### src/rtl/rc522_spi_reg_ctrl.sv
// RC522 single-register SPI access controller: one 16-bit mode-0 frame per request,
// address byte {rw, addr, 0} followed by write data (or 0x00 for a read).
module rc522_spi_reg_ctrl #(
  parameter int CLK_DIV = 4
) (
  input  logic       clk_system,
  input  logic       reset_system,
  input  logic       req,
  input  logic       rw,
  input  logic [5:0] addr,
  input  logic [7:0] wdata,
  output logic       busy,
  output logic       done,
  output logic [7:0] rdata,
  input  logic       miso,
  output logic       mosi,
  output logic       clk_spi,
  output logic       cs
);

  localparam int DW = $clog2(CLK_DIV) + 1;
  localparam logic [DW-1:0] DIV_LAST = DW'(CLK_DIV - 1);
  localparam logic [DW-1:0] GAP_LAST = (CLK_DIV > 1) ? DW'(CLK_DIV - 2) : '0;

  typedef enum logic [2:0] {
    ST_IDLE,
    ST_SETUP,
    ST_SHIFT,
    ST_HOLD,
    ST_DONE,
    ST_GAP
  } state_t;

  state_t          state_q;
  logic [DW-1:0]   divCnt_q;
  logic [DW-1:0]   divCnt_d;
  logic            divLast;
  logic [4:0]      bitCnt_q;
  logic [15:0]     shiftReg_q;
  logic [7:0]      rxReg_q;
  logic            rw_q;
  logic            busy_q;
  logic            done_q;
  logic [7:0]      rdata_q;
  logic            mosi_q;
  logic            clkSpi_q;
  logic            cs_q;

  assign divCnt_d = divCnt_q + 1'b1;
  assign divLast  = (divCnt_q == DIV_LAST);

  // miso is captured on the same edge that raises clk_spi; after 16 samples the
  // low byte of the receive history is exactly the data byte.
  always_ff @(posedge clk_system) begin
    if (reset_system) begin
      state_q    <= ST_IDLE;
      divCnt_q   <= '0;
      bitCnt_q   <= '0;
      shiftReg_q <= '0;
      rxReg_q    <= '0;
      rw_q       <= 1'b0;
      busy_q     <= 1'b0;
      done_q     <= 1'b0;
      rdata_q    <= 8'h00;
      mosi_q     <= 1'b0;
      clkSpi_q   <= 1'b0;
      cs_q       <= 1'b1;
    end else begin
      done_q <= 1'b0;
      case (state_q)
        ST_IDLE: begin
          divCnt_q <= '0;
          if (req) begin
            rw_q       <= rw;
            shiftReg_q <= {rw, addr, 1'b0, (rw ? 8'h00 : wdata)};
            mosi_q     <= rw;
            cs_q       <= 1'b0;
            busy_q     <= 1'b1;
            state_q    <= ST_SETUP;
          end
        end
        ST_SETUP: begin
          if (divLast) begin
            divCnt_q <= '0;
            bitCnt_q <= '0;
            clkSpi_q <= 1'b1;
            rxReg_q  <= {rxReg_q[6:0], miso};
            state_q  <= ST_SHIFT;
          end else begin
            divCnt_q <= divCnt_d;
          end
        end
        ST_SHIFT: begin
          if (!divLast) begin
            divCnt_q <= divCnt_d;
          end else begin
            divCnt_q <= '0;
            if (clkSpi_q) begin
              clkSpi_q   <= 1'b0;
              shiftReg_q <= {shiftReg_q[14:0], 1'b0};
              mosi_q     <= shiftReg_q[14];
            end else if (bitCnt_q == 5'd15) begin
              state_q <= ST_HOLD;
            end else begin
              bitCnt_q <= bitCnt_q + 5'd1;
              clkSpi_q <= 1'b1;
              rxReg_q  <= {rxReg_q[6:0], miso};
            end
          end
        end
        ST_HOLD: begin
          if (divLast) begin
            divCnt_q <= '0;
            cs_q     <= 1'b1;
            done_q   <= 1'b1;
            mosi_q   <= 1'b0;
            if (rw_q) begin
              rdata_q <= rxReg_q;
            end
            state_q  <= ST_DONE;
          end else begin
            divCnt_q <= divCnt_d;
          end
        end
        ST_DONE: begin
          divCnt_q <= '0;
          if (CLK_DIV == 1) begin
            busy_q  <= 1'b0;
            state_q <= ST_IDLE;
          end else begin
            state_q <= ST_GAP;
          end
        end
        ST_GAP: begin
          if (divCnt_q == GAP_LAST) begin
            busy_q  <= 1'b0;
            state_q <= ST_IDLE;
          end else begin
            divCnt_q <= divCnt_d;
          end
        end
        default: state_q <= ST_IDLE;
      endcase
    end
  end

  assign busy    = busy_q;
  assign done    = done_q;
  assign rdata   = rdata_q;
  assign mosi    = mosi_q;
  assign clk_spi = clkSpi_q;
  assign cs      = cs_q;

endmodule
### config.mk
export PLATFORM = sky130hd
export DESIGN_NAME = rc522_spi_reg_ctrl
export DESIGN_NICKNAME = d
export VERILOG_FILES = /design/src/rtl/rc522_spi_reg_ctrl.sv
export SDC_FILE = /design/constraint.sdc
export NUM_CORES = 1
export LEC_CHECK = 0
export CORE_ASPECT_RATIO = 1.2
export CORE_UTILIZATION = 40
export CTS_CLUSTER_DIAMETER = 80
export DETAILED_ROUTE_END_ITERATION = 10
export GPL_TIMING_DRIVEN = 0
export MAX_ROUTING_LAYER = met4
export SYNTH_ARGS = -nofsm -noshare
export SYNTH_HDL_FRONTEND = slang
export SYNTH_SLANG_ARGS = --single-unit
### constraint.sdc
create_clock -name clk_system -period 4.95 [get_ports clk_system]
set_clock_uncertainty 0.05 [all_clocks]
set_input_delay 1.2375 -clock clk_system [delete_from_list [all_inputs] [get_ports clk_system]]
set_output_delay 1.2375 -clock clk_system [all_outputs]
set_load 0.005 [all_outputs]
* Word level (Yosys, flattened, before mapping)
Cells that the tools add are included.
** Word-level totals
- Register bits :: 48
- Input bits :: 19
- Output and inout port bits :: 13
** Cells by class
- Add/subtract/negate cells :: 2
- Equal/unequal tests :: 18
- Multiplexer cells :: 42
- Bitwise gates (word level) :: 1
- Reductions and logical operators :: 20
** Operator list (number)
- 15-bit two-way mux :: 3
- 8-bit two-way mux :: 5
- 15-bit one-hot mux with 2 select lines :: 1
- 3-bit two-way mux :: 9
- 5-bit two-way mux :: 4
- 2-bit != test, second input constant :: 10
- 3-bit one-hot mux with 6 select lines :: 1
- 8-bit one-hot mux with 2 select lines :: 1
- 3-bit by 2-bit equality test with 1-bit output, second input constant :: 4
- 1-bit two-way mux :: 12
- 3-bit AND reduction :: 4
- 5-bit one-hot mux with 2 select lines :: 1
- 5-bit AND reduction :: 2
- 3-bit one-hot mux with 3 select lines :: 1
- 2-bit nonzero test :: 4
- 7-bit AND reduction :: 1
- 3-bit equality test, second input constant :: 2
- 1-bit one-hot mux with 2 select lines :: 3
- 3-bit nonzero test :: 2
- 5-bit by 1-bit adder with 5-bit output, second input constant :: 1
- 5-bit by 4-bit equality test with 1-bit output, second input constant :: 1
- 2-bit AND reduction :: 2
- 4-bit AND reduction :: 1
- 2-bit OR reduction :: 2
- other kinds (6) :: 6

* Depth between registers and ports, before layout
- Depth in word-level cells :: 5
- Depth in mapped cells :: 8

* Worst setup path before layout
Ideal clock, no wire load.
- Path type :: input port to flip-flop
- From :: input req
- To :: register shiftReg_q[10]
- Setup time :: 0.140 ns
- Arrival :: 2.053 ns
- Required time :: 4.760 ns
- Slack :: 2.707 ns
- Stages on the path :: 4
- Path buffers :: 1
- Path through :: nand2b_1 a211oi_4 buf_2 a211oi_1
** Between the ends
- Word-level cells in the longest chain between the ends :: 2
** Ends and longest elaborated chain
- start, declared :: line 8 : input logic req,
- 2-bit != test (no source line)
- 4-bit AND reduction (no source line)
- end signal, assigned :: line 75 : shiftReg_q <= {rw, addr, 1'b0, (rw ? 8'h00 : wdata)};
- end signal, assigned :: line 100 : shiftReg_q <= {shiftReg_q[14:0], 1'b0};
- end, declared :: line 39 : logic [15:0] shiftReg_q;
Every way passes these cells.
A chain may end at the register's enable or synchronous reset.

* Final worst setup path
- From :: input req
- To :: register shiftReg_q[9]
Same word-level chain as after synthesis.

==> impl_metrics.json <==
{
  "final_nets": 312,
  "cts_hold_buf": 0,
  "p_leak_uw": 0.001113,
  "io_buffers": 29,
  "status": "finished, violations left",
  "slew_headroom_pct": 50.11,
  "antenna_found_initial": 0,
  "core_area_um2": 5406,
  "synth_top_area_share_pct": 41.60,
  "layout_worst_path_cycle_share_pct": 54.17,
  "via_count": 1895,
  "start_util_pct": 42.72,
  "hold_viol": 0,
  "htree_levels": 2,
  "grt_overflow": 0,
  "avgSynthCellArea_um2": 9.239,
  "syn_to_final_growth_pct": 19.99,
  "die_w_um": 71.37,
  "rsz0062_at_grt": "false",
  "worst_slack_ps": 2268,
  "pre_cts_ws_ps": 1951,
  "ios": 32,
  "yosysSeqAreaShare_pct": 41.60,
  "clk_pin_slew_ps": 90,
  "synth_seq_cells": 48,
  "clock.fmax_ghz": 0.3729,
  "fin_setup_tns_ps": 0,
  "final_common_cell": "dfxtp_1",
  "drt-vias-per-instance": 5.430,
  "setup.worst_path.start_class": "primary input",
  "cts_num_sinks": 48,
  "die_area_um2": 6083,
  "synth_top_cell_by_area": "dfxtp_1",
  "grt_max_degree": 15,
  "fp.dieH_um": 85.24,
  "drt_iter0_markers": 187,
  "path_max_fanout": 10,
  "rows": 29,
  "violations": "DRC",
  "fillerInstances": 532,
  "clockRootBuffer": "clkbuf_8",
  "power.density_nw_per_um2": 306.0,
  "ir_drop_mv": 0.1762,
  "antenna_cells": 0,
  "cap_violations": 0,
  "cp_data_required_time_ps": 5060,
  "design_area_um2": 2771,
  "netlist_instances": 250,
  "hold_path.class": "flip-flop to flip-flop",
  "synth_area_leaders": "dfxtp_1 42%, mux2i_1 11%, nor2_1 6.3%",
  "crit_arrival_ps": 2800,
  "synth_nets": 276,
  "clk_latency_ps": 290,
  "ctsResizeCount": 0,
  "clock_path_buffers": 2,
  "dp_hpwl_um": 3472,
  "slew_violations": 0,
  "register_area_um2": 960.9,
  "endpoint_kind": "flip-flop",
  "drtAntennaViolNets": 0,
  "final_core_util_pct": 51.26,
  "grt_pass1_vias": 1800,
  "postCtsSetupBuffers": 0,
  "setup_violations": 0,
  "drc": 1,
  "crit_type": "primary input to flip-flop",
  "dr.pass1.iters": 7,
  "grt_pass1_wl_um": 8328,
  "multiInputGateArea_um2": 1225,
  "wl_per_cell_um": 14.22,
  "placed_area_um2": 2678,
  "drive_above_1_share_pct": 10.45,
  "synth_cell_types": 46,
  "routed_wl_um": 4962,
  "final_cell_mix": "48 x dfxtp_1, 39 x nor2_1, 29 x clkdlybuf4s50_1",
  "numCtsBuffers": 5,
  "syn-cell-area_um2": 2310,
  "cts_tree": "yes",
  "yosys_warnings": 0,
  "tightest_slew_ps": 741.6,
  "gp_congestion": 0.8282,
  "grt_usage_pct": 17.62,
  "min_period_ps": 2682
}
layout make-up:
cell class | instances | share of cell area, %
Multi-Input combinational cell | 175 | 44.20
Sequential cell | 48 | 34.67
Timing Repair Buffer | 29 | 10.47
Buffer | 18 | 3.251
Clock buffer | 7 | 3.115
Tap cell | 62 | 2.799
Inverter | 9 | 1.219
Clock inverter | 1 | 0.2709
metrics by stage:
step	instances	hold slack, ps	total power [µW]
detailed placement	341	400.8	613.3
global route	349	442.5	890.8
finish	349	410.3	848.0
global placement	341	393.7	611.4
floorplan	250	386.3	560.7
CTS	349	413.1	854.6
metal layers:
| layer | track usage, % | vias to the layer above | part of all wire (%) |
|---|---|---|---|
| met5 | - | - | 0 |
| met4 | 4.909 | 0 | 0.79 |
| met3 | 3.682 | 5 | 3.5 |
| met2 | 27.36 | 38 | 46 |
| met1 | 23.12 | 891 | 50 |
| li1 | - | 961 | - |
flip-flops by register name, summed over array words and instances (netlist names), 3 cells and up:
register and cells:
bitCnt_q 5, rdata 8, state_q 3, shiftReg_q 15, divCnt_q 3, rxReg_q 8
final timing paths:
kind | start | end | slack [ps] | cells past startpoint
worst max register to register | divCnt_q[0]$_SDFFE_PP0P_ | rdata[1]$_SDFFE_PP0P_ | 2690 | 7
worst min register to register | bitCnt_q[4]$_SDFFE_PP0P_ | bitCnt_q[4]$_SDFFE_PP0P_ | 410 | 2
worst max-delay path | req | shiftReg_q[9]$_SDFFE_PP0P_ | 2270 | 5
worst min-delay path | bitCnt_q[4]$_SDFFE_PP0P_ | bitCnt_q[4]$_SDFFE_PP0P_ | 410 | 2
critical path, stage by stage:
cell and delay [ps]:
clkdlybuf4s50_1 530, nand2b_1 110, a211oi_4 450, buf_2 350, a211oi_1 110
cells by family after synthesis:
| family | after synthesis | share of synthesized area, % |
|---|---|---|
| mux | 26 | 11.27 |
| flops | 48 | 41.60 |
| buf+inv | 27 | 5.363 |
| compound gates | 59 | 18.58 |
| fa+ha+maj | 7 | 3.792 |
| simple gates | 83 | 19.39 |
synth_stat cells, drive strengths merged:
cell      n
nor3b     9
nand4bb   1
or3       1
and3b     1
dfxtp    48
ha        7
nand4     3
nor2     39
and2      1
a31oi     1
nand2     4
o32ai     1
buf      12
a211oi   14
nor3      2
a21oi    21
mux2i    26
o31a      2
o2bb2ai   1
clkbuf    6
o211a     1
nand2b    7
or4bb     1
o41a      1
a21o      1
o211ai    2
a221oi    1
o21ai     8
nor2b     2
inv       9
nor4      3
or3b      2
a22oi     2
nand3     5
a21boi    1
and3      2
o22ai     1
a311oi    1
power by group:
group | internal [µW] | total [µW] | leakage (µW) | switching (µW)
Combinational | 77.7 | 172 | 0.000677 | 94.4
Sequential | 416 | 433 | 0.000391 | 17.1
Clock | 114 | 243 | 0.0000445 | 129
Note: power is estimated with default switching activity, not from simulation.
